### src/rtl/l2_arb_pkg.sv
// l2_arb_pkg: shared FSM state type, default widths and one-hot index helper for the L2 read arbiter.
package l2_arb_pkg;
    localparam int ADDR_W = 64;
    localparam int LINE_W = 512;

    typedef enum logic [1:0] {IDLE, ISSUE, WAIT} arb_state_t;

    function automatic int onehot_to_idx(input logic [31:0] oh);
        int idx;
        idx = 0;
        for (int i = 0; i < 32; i++) if (oh[i]) idx = i;
        return idx;
    endfunction
endpackage

### src/rtl/l2_read_arbiter_rr_grant.sv
// rr_grant: combinational round-robin pick of the first set request at or after rr_ptr_i, cyclically.
module rr_grant #(
    parameter int NUM_REQ = 2,
    parameter int PTR_W   = $clog2(NUM_REQ)
) (
    input  logic [NUM_REQ-1:0] req_i,
    input  logic [PTR_W-1:0]   rr_ptr_i,
    output logic [NUM_REQ-1:0] grant_o
);
    int   idx;
    logic found;

    always_comb begin
        grant_o = '0;
        found   = 1'b0;
        idx     = 0;
        for (int i = 0; i < NUM_REQ; i++) begin
            idx = int'(rr_ptr_i) + i;
            idx = (idx >= NUM_REQ) ? idx - NUM_REQ : idx;
            if (req_i[idx] && !found) begin
                grant_o[idx] = 1'b1;
                found        = 1'b1;
            end
        end
    end
endmodule

### src/rtl/l2_read_arbiter.sv
// l2_read_arbiter: round-robin sharing of the L2 line-read port, one outstanding transaction.
// Optional response watchdog enabled by defining L2_ARB_TIMEOUT_EN.
module l2_read_arbiter
    import l2_arb_pkg::*;
#(
    parameter int NUM_REQ        = 2,
    parameter int ADDR_W         = l2_arb_pkg::ADDR_W,
    parameter int LINE_W         = l2_arb_pkg::LINE_W,
    parameter int TIMEOUT_CYCLES = 256
) (
    input  logic                            clk,
    input  logic                            reset,
    input  logic [NUM_REQ-1:0][ADDR_W-1:0]  REQ_ADDR,
    input  logic [NUM_REQ-1:0]              REQ_ADDR_VALID,
    output logic [LINE_W-1:0]               RSP_DATA,
    output logic [NUM_REQ-1:0]              RSP_DATA_VALID,
    output logic [ADDR_W-1:0]               L2_S_R_ADDR,
    output logic                            L2_S_R_ADDR_VALID,
    input  logic [LINE_W-1:0]               L2_S_R_DATA,
    input  logic                            L2_S_R_DATA_VALID,
    output logic                            TIMEOUT_ERR
);
    localparam int PTR_W = $clog2(NUM_REQ);

    arb_state_t         state_q;
    logic [PTR_W-1:0]   rr_ptr_q, rr_ptr_d, win_idx, grant_idx;
    logic [NUM_REQ-1:0] win, grant_q;
    logic [ADDR_W-1:0]  addr_q;
    logic               strobe_q, timeout;

    rr_grant #(.NUM_REQ(NUM_REQ)) u_rr_grant (
        .req_i   (REQ_ADDR_VALID),
        .rr_ptr_i(rr_ptr_q),
        .grant_o (win)
    );

    assign win_idx   = PTR_W'(onehot_to_idx(32'(win)));
    assign grant_idx = PTR_W'(onehot_to_idx(32'(grant_q)));
    assign rr_ptr_d  = (grant_idx == PTR_W'(NUM_REQ - 1)) ? '0 : grant_idx + 1'b1;

    // Response is forwarded combinationally only while a transaction is in flight.
    assign RSP_DATA_VALID    = (state_q == WAIT && L2_S_R_DATA_VALID) ? grant_q : '0;
    assign RSP_DATA          = (|RSP_DATA_VALID) ? L2_S_R_DATA : '0;
    assign L2_S_R_ADDR       = addr_q;
    assign L2_S_R_ADDR_VALID = strobe_q;

`ifdef L2_ARB_TIMEOUT_EN
    localparam int WD_W = $clog2(TIMEOUT_CYCLES + 1);

    logic [WD_W-1:0] wd_cnt_q;
    logic            err_q;

    assign timeout     = (state_q == WAIT) && !L2_S_R_DATA_VALID && (wd_cnt_q == WD_W'(TIMEOUT_CYCLES - 1));
    assign TIMEOUT_ERR = err_q;

    always_ff @(posedge clk) begin
        if (reset) begin
            wd_cnt_q <= '0;
            err_q    <= 1'b0;
        end else begin
            wd_cnt_q <= (state_q == WAIT) ? wd_cnt_q + 1'b1 : '0;
            err_q    <= err_q | timeout;
        end
    end
`else
    assign timeout     = 1'b0;
    assign TIMEOUT_ERR = 1'b0 & (TIMEOUT_CYCLES != 0);
`endif

    always_ff @(posedge clk) begin
        if (reset) begin
            state_q  <= IDLE;
            rr_ptr_q <= '0;
            grant_q  <= '0;
            addr_q   <= '0;
            strobe_q <= 1'b0;
        end else begin
            strobe_q <= 1'b0;
            case (state_q)
                IDLE: if (|REQ_ADDR_VALID) begin
                    state_q  <= ISSUE;
                    grant_q  <= win;
                    addr_q   <= REQ_ADDR[win_idx];
                    strobe_q <= 1'b1;
                end
                ISSUE: state_q <= WAIT;
                WAIT: if (L2_S_R_DATA_VALID) begin
                    state_q  <= IDLE;
                    rr_ptr_q <= rr_ptr_d;
                end else if (timeout) begin
                    state_q  <= ISSUE;
                    strobe_q <= 1'b1;
                end
                default: state_q <= IDLE;
            endcase
        end
    end
endmodule

### config.mk
export PLATFORM = sky130hd
export DESIGN_NAME = l2_read_arbiter
export DESIGN_NICKNAME = d
export VERILOG_FILES = /design/src/rtl/l2_arb_pkg.sv /design/src/rtl/l2_read_arbiter_rr_grant.sv /design/src/rtl/l2_read_arbiter.sv
export SDC_FILE = /design/constraint.sdc
export NUM_CORES = 1
export LEC_CHECK = 0
export CORE_AREA = 5 5 472 474
export DETAILED_ROUTE_END_ITERATION = 6
export DIE_AREA = 0 0 477 479
export SLEW_MARGIN = 30
export SYNTH_ARGS = -nofsm -noshare
export SYNTH_HDL_FRONTEND = slang
export SYNTH_SLANG_ARGS = --single-unit
### constraint.sdc
create_clock -name clk -period 3.15 [get_ports clk]
set_input_delay 0.4725 -clock clk [delete_from_list [all_inputs] [get_ports clk]]
set_output_delay 0.4725 -clock clk [all_outputs]
set_load 0.05 [all_outputs]
==> results of run 1 <==
cells by family (layout without fill, tap and decap cells):
group | count (synthesis) | in the layout | share of synthesized area [%]
compound gates | 196 | 196 | 17.4
flops | 70 | 70 | 19.8
buf+inv | 116 | 1280 | 8.83
other cells | 1 | 40 | 0.0530
mux | 2 | 2 | 0.283
simple gates | 594 | 594 | 53.6
through the flow:
| stage | cells | setup WS, ns |
|---|---|---|
| after global routing | 5022 | 0.0586 |
| after floorplan | 979 | 1.13 |
| final | 5053 | 0.120 |
| after global placement | 4993 | -0.280 |
| after CTS | 5014 | 0.140 |
| after detailed placement | 4993 | -0.260 |
worst min-delay path: cells and delay by family, from the launching register on:
| family | cells | cell delay, ns |
|---|---|---|
| compound gates | 2 | 0.16 |
| flops | 1 | 0.31 |
placed cells by master, fill, tap and decap left out, drive strengths merged, types with 4 or more instances in the layout:
cell / n
dfxtp: 70
clkdlybuf4s50: 696
nand3: 65
buf: 561
o21ai: 66
clkbuf: 10
a311oi: 64
clkinv: 4
nor2: 8
and2: 512
diode: 39
a21oi: 66
inv: 4
worst paths after layout:
path                                                      to  slack, ns  cells past startpoint
worst max register to register  L2_S_R_ADDR[10]$_SDFFE_PP0P_       1.00                      4
worst min-delay path            L2_S_R_ADDR[63]$_SDFFE_PP0P_       0.52                      2
worst min register to register  L2_S_R_ADDR[63]$_SDFFE_PP0P_       0.52                      2
worst max-delay path                            RSP_DATA[15]       0.12                      7
sequential cells by signal, indices dropped and copies added (netlist names):
name               flops
L2_S_R_ADDR           64
L2_S_R_ADDR_VALID      1
grant_q                2
rr_ptr_q               1
state_q                2
final cells by class:
cell class / instances / area [µm²]
inverters: 3 / 12.5
diodes: 39 / 97.6
flip-flops and latches: 70 / 1400
clock buffers: 10 / 229
clock inverters: 6 / 70.1
repair buffers: 1261 / 17800
multi-input cells: 793 / 5080
well taps: 2871 / 3590
fillers: 24700 / 190000
cells in the mapped netlist:
cell type and instances:
mux2i_1 2, clkinv_1 1, or2_2 2, nor2_1 7
and2_1 393, a21oi_4 1, clkbuf_1 19, clkbuf_2 48
and3b_1 1, a21oi_1 65, nand2_1 1, buf_6 11
nand2b_1 1, nand3b_4 1, conb_1 1, and2_2 119
o21ai_0 66, nor2b_1 1, buf_2 34, dfxtp_1 70
nor2_8 1, buf_4 1, nor3_1 2, a311oi_1 64
inv_1 2, nand3_1 65
power groups by stage:
stage / Clock [mW] / Sequential, mW / Combinational [mW]
global placement: 0 / 1.14 / 3.36
floorplan: 0 / 1.42 / 0.729
global route: 1.24 / 1.12 / 3.40
CTS: 1.22 / 1.12 / 3.38
finish: 1.18 / 1.12 / 3.28
detailed placement: 0 / 1.14 / 3.34
timing repair:
item / CTS / global route
buffers inserted: 2 / 0
setup endpoints to repair: 189 / 0
resized for setup: 11 / 0
layer usage:
| layer | vias up | wire [µm] | GRT usage [%] |
|---|---|---|---|
| li1 | 5608 | - | - |
| met1 | 6690 | 80400 | 20.1 |
| met2 | 1423 | 135000 | 41.4 |
| met3 | 489 | 29000 | 10.3 |
| met4 | 42 | 4510 | 1.88 |
| met5 | - | 274 | 0 |
==> impl_metrics.ini, run 1 <==
[setup_path]
r2r-start = state_q[1]$_SDFFE_PP0P_
path_common_cell = buf_12
startpoint_type = register
critical_path_required_ns = 2.68
startpoint = state_q[1]$_SDFFE_PP0P_
crit_path_top_delay_cell = dfxtp_1
cp_max_fo = 55
crit_path_max_incr_delay_ns = 0.53
cp_top_family = buffers and inverters
timing.setup.critical_path_class = register to primary output
setup.worst_path.end_class = primary output
cp_cell_sequence = nand3b_4 > a21oi_4 > buf_12 > buf_12 > buf_16 > and2_2 > buf_12
crit_buf_inv = 4
cp_data_arrival_time_ns = 2.56

[power]
power_frac_clock_pct = 21.1
switchingPower_mw = 2.60
combPwrFrac_pct = 58.9
vdd_drop_max_v = 0.000360
p_total_mw = 5.58
pwr-share-seq_pct = 20.0
intPower_mw = 2.98
power.density_nw_per_um2 = 197
leakagePower_nw = 9.99
p_sw_share_pct = 46.7

[placed_design]
portBuffers = 1223
gp_congestion = 0.961
placed_area_um2 = 27800
place_hpwl_um = 234000

[sta]
relSlewSlack_pct = 35.0
timing.final.crit_share_pct = 96.2
tns_ns = 0
holdWs_ns = 0.516
min_period_ns = 3.03
setup-violations-final = 0
rsz0062_at_grt = false
fmax_ghz = 0.330
skew_ns = 0.0160
tightestPinTransition_ns = 0.974
slew_viol_final = 0
hold_viol = 0

[yosys]
synthCells = 979
syn_nets = 1624
synth_top_cell_area_share_pct = 34.8
yosysSeqAreaShare_pct = 19.8
ys_ff_latch = 70
ys_types = 26
synth_area_um2 = 7070
ys_warn_count = 0
yosysTopAreaCell = and2_1
avgSynthCellArea_um2 = 7.22
synthTopCellsByArea = and2_1, dfxtp_1, and2_2

[global_route]
gr-usage-all-layers_pct = 21.0
grt_start_max_net_pins = 75
grt-ovfl-total = 0
grt_pass1_vias = 14200
grt_pass1_wl_um = 285000
antenna_found_initial = 283

[hold_path]
hp-class = register to register
holdCritStartpoint = L2_S_R_ADDR[63]$_SDFFE_PP0P_

[finish]
final_area_um2 = 28300
fin_nets = 2783
fin_util_pct = 13.0
area_growth_pct = 300
drive_gt1_share_pct = 33.3

[drt]
dr.pass1.iters = 5
wl_per_cell_um = 49.2
drt-total-wl_um = 249000
route.detailed.drc = 0
vias = 14300
drt_iter0_markers = 959
viasPerCell = 2.82
ant_nets = 0

[floorplanning]
fp.dieW_um = 477
die_h_um = 479
rows = 172
initial_utilization_pct = 3.24
die_area_um2 = 228000
num_io_pins = 1225
core_area_um2 = 218000

[clock_network]
clockBufferDepth = 2
clock_sinks = 70
root_buffer = clkbuf_16
numCtsBuffers = 9
ctsHoldBuffers = 0
cts_tree = done
cts_max_level = 3
clk_pin_slew_ns = 0.08
worstSkewPairLatency_ns = 0.41

[status]
outcome = completed

[run]
cap_violations = 0
(Power assumes the default switching activity.)
==> run 2, diff against run 1 <==
--- a/config.mk
+++ b/config.mk
@@ -8,6 +8,7 @@
 export CORE_AREA = 5 5 472 474
 export DETAILED_ROUTE_END_ITERATION = 6
 export DIE_AREA = 0 0 477 479
+export HOLD_SLACK_MARGIN = 0.03
 export SLEW_MARGIN = 30
 export SYNTH_ARGS = -nofsm -noshare
 export SYNTH_HDL_FRONTEND = slang
==> results of run 2 <==
Same layout as run 1: the final DEF is identical, and so are final timing and power.
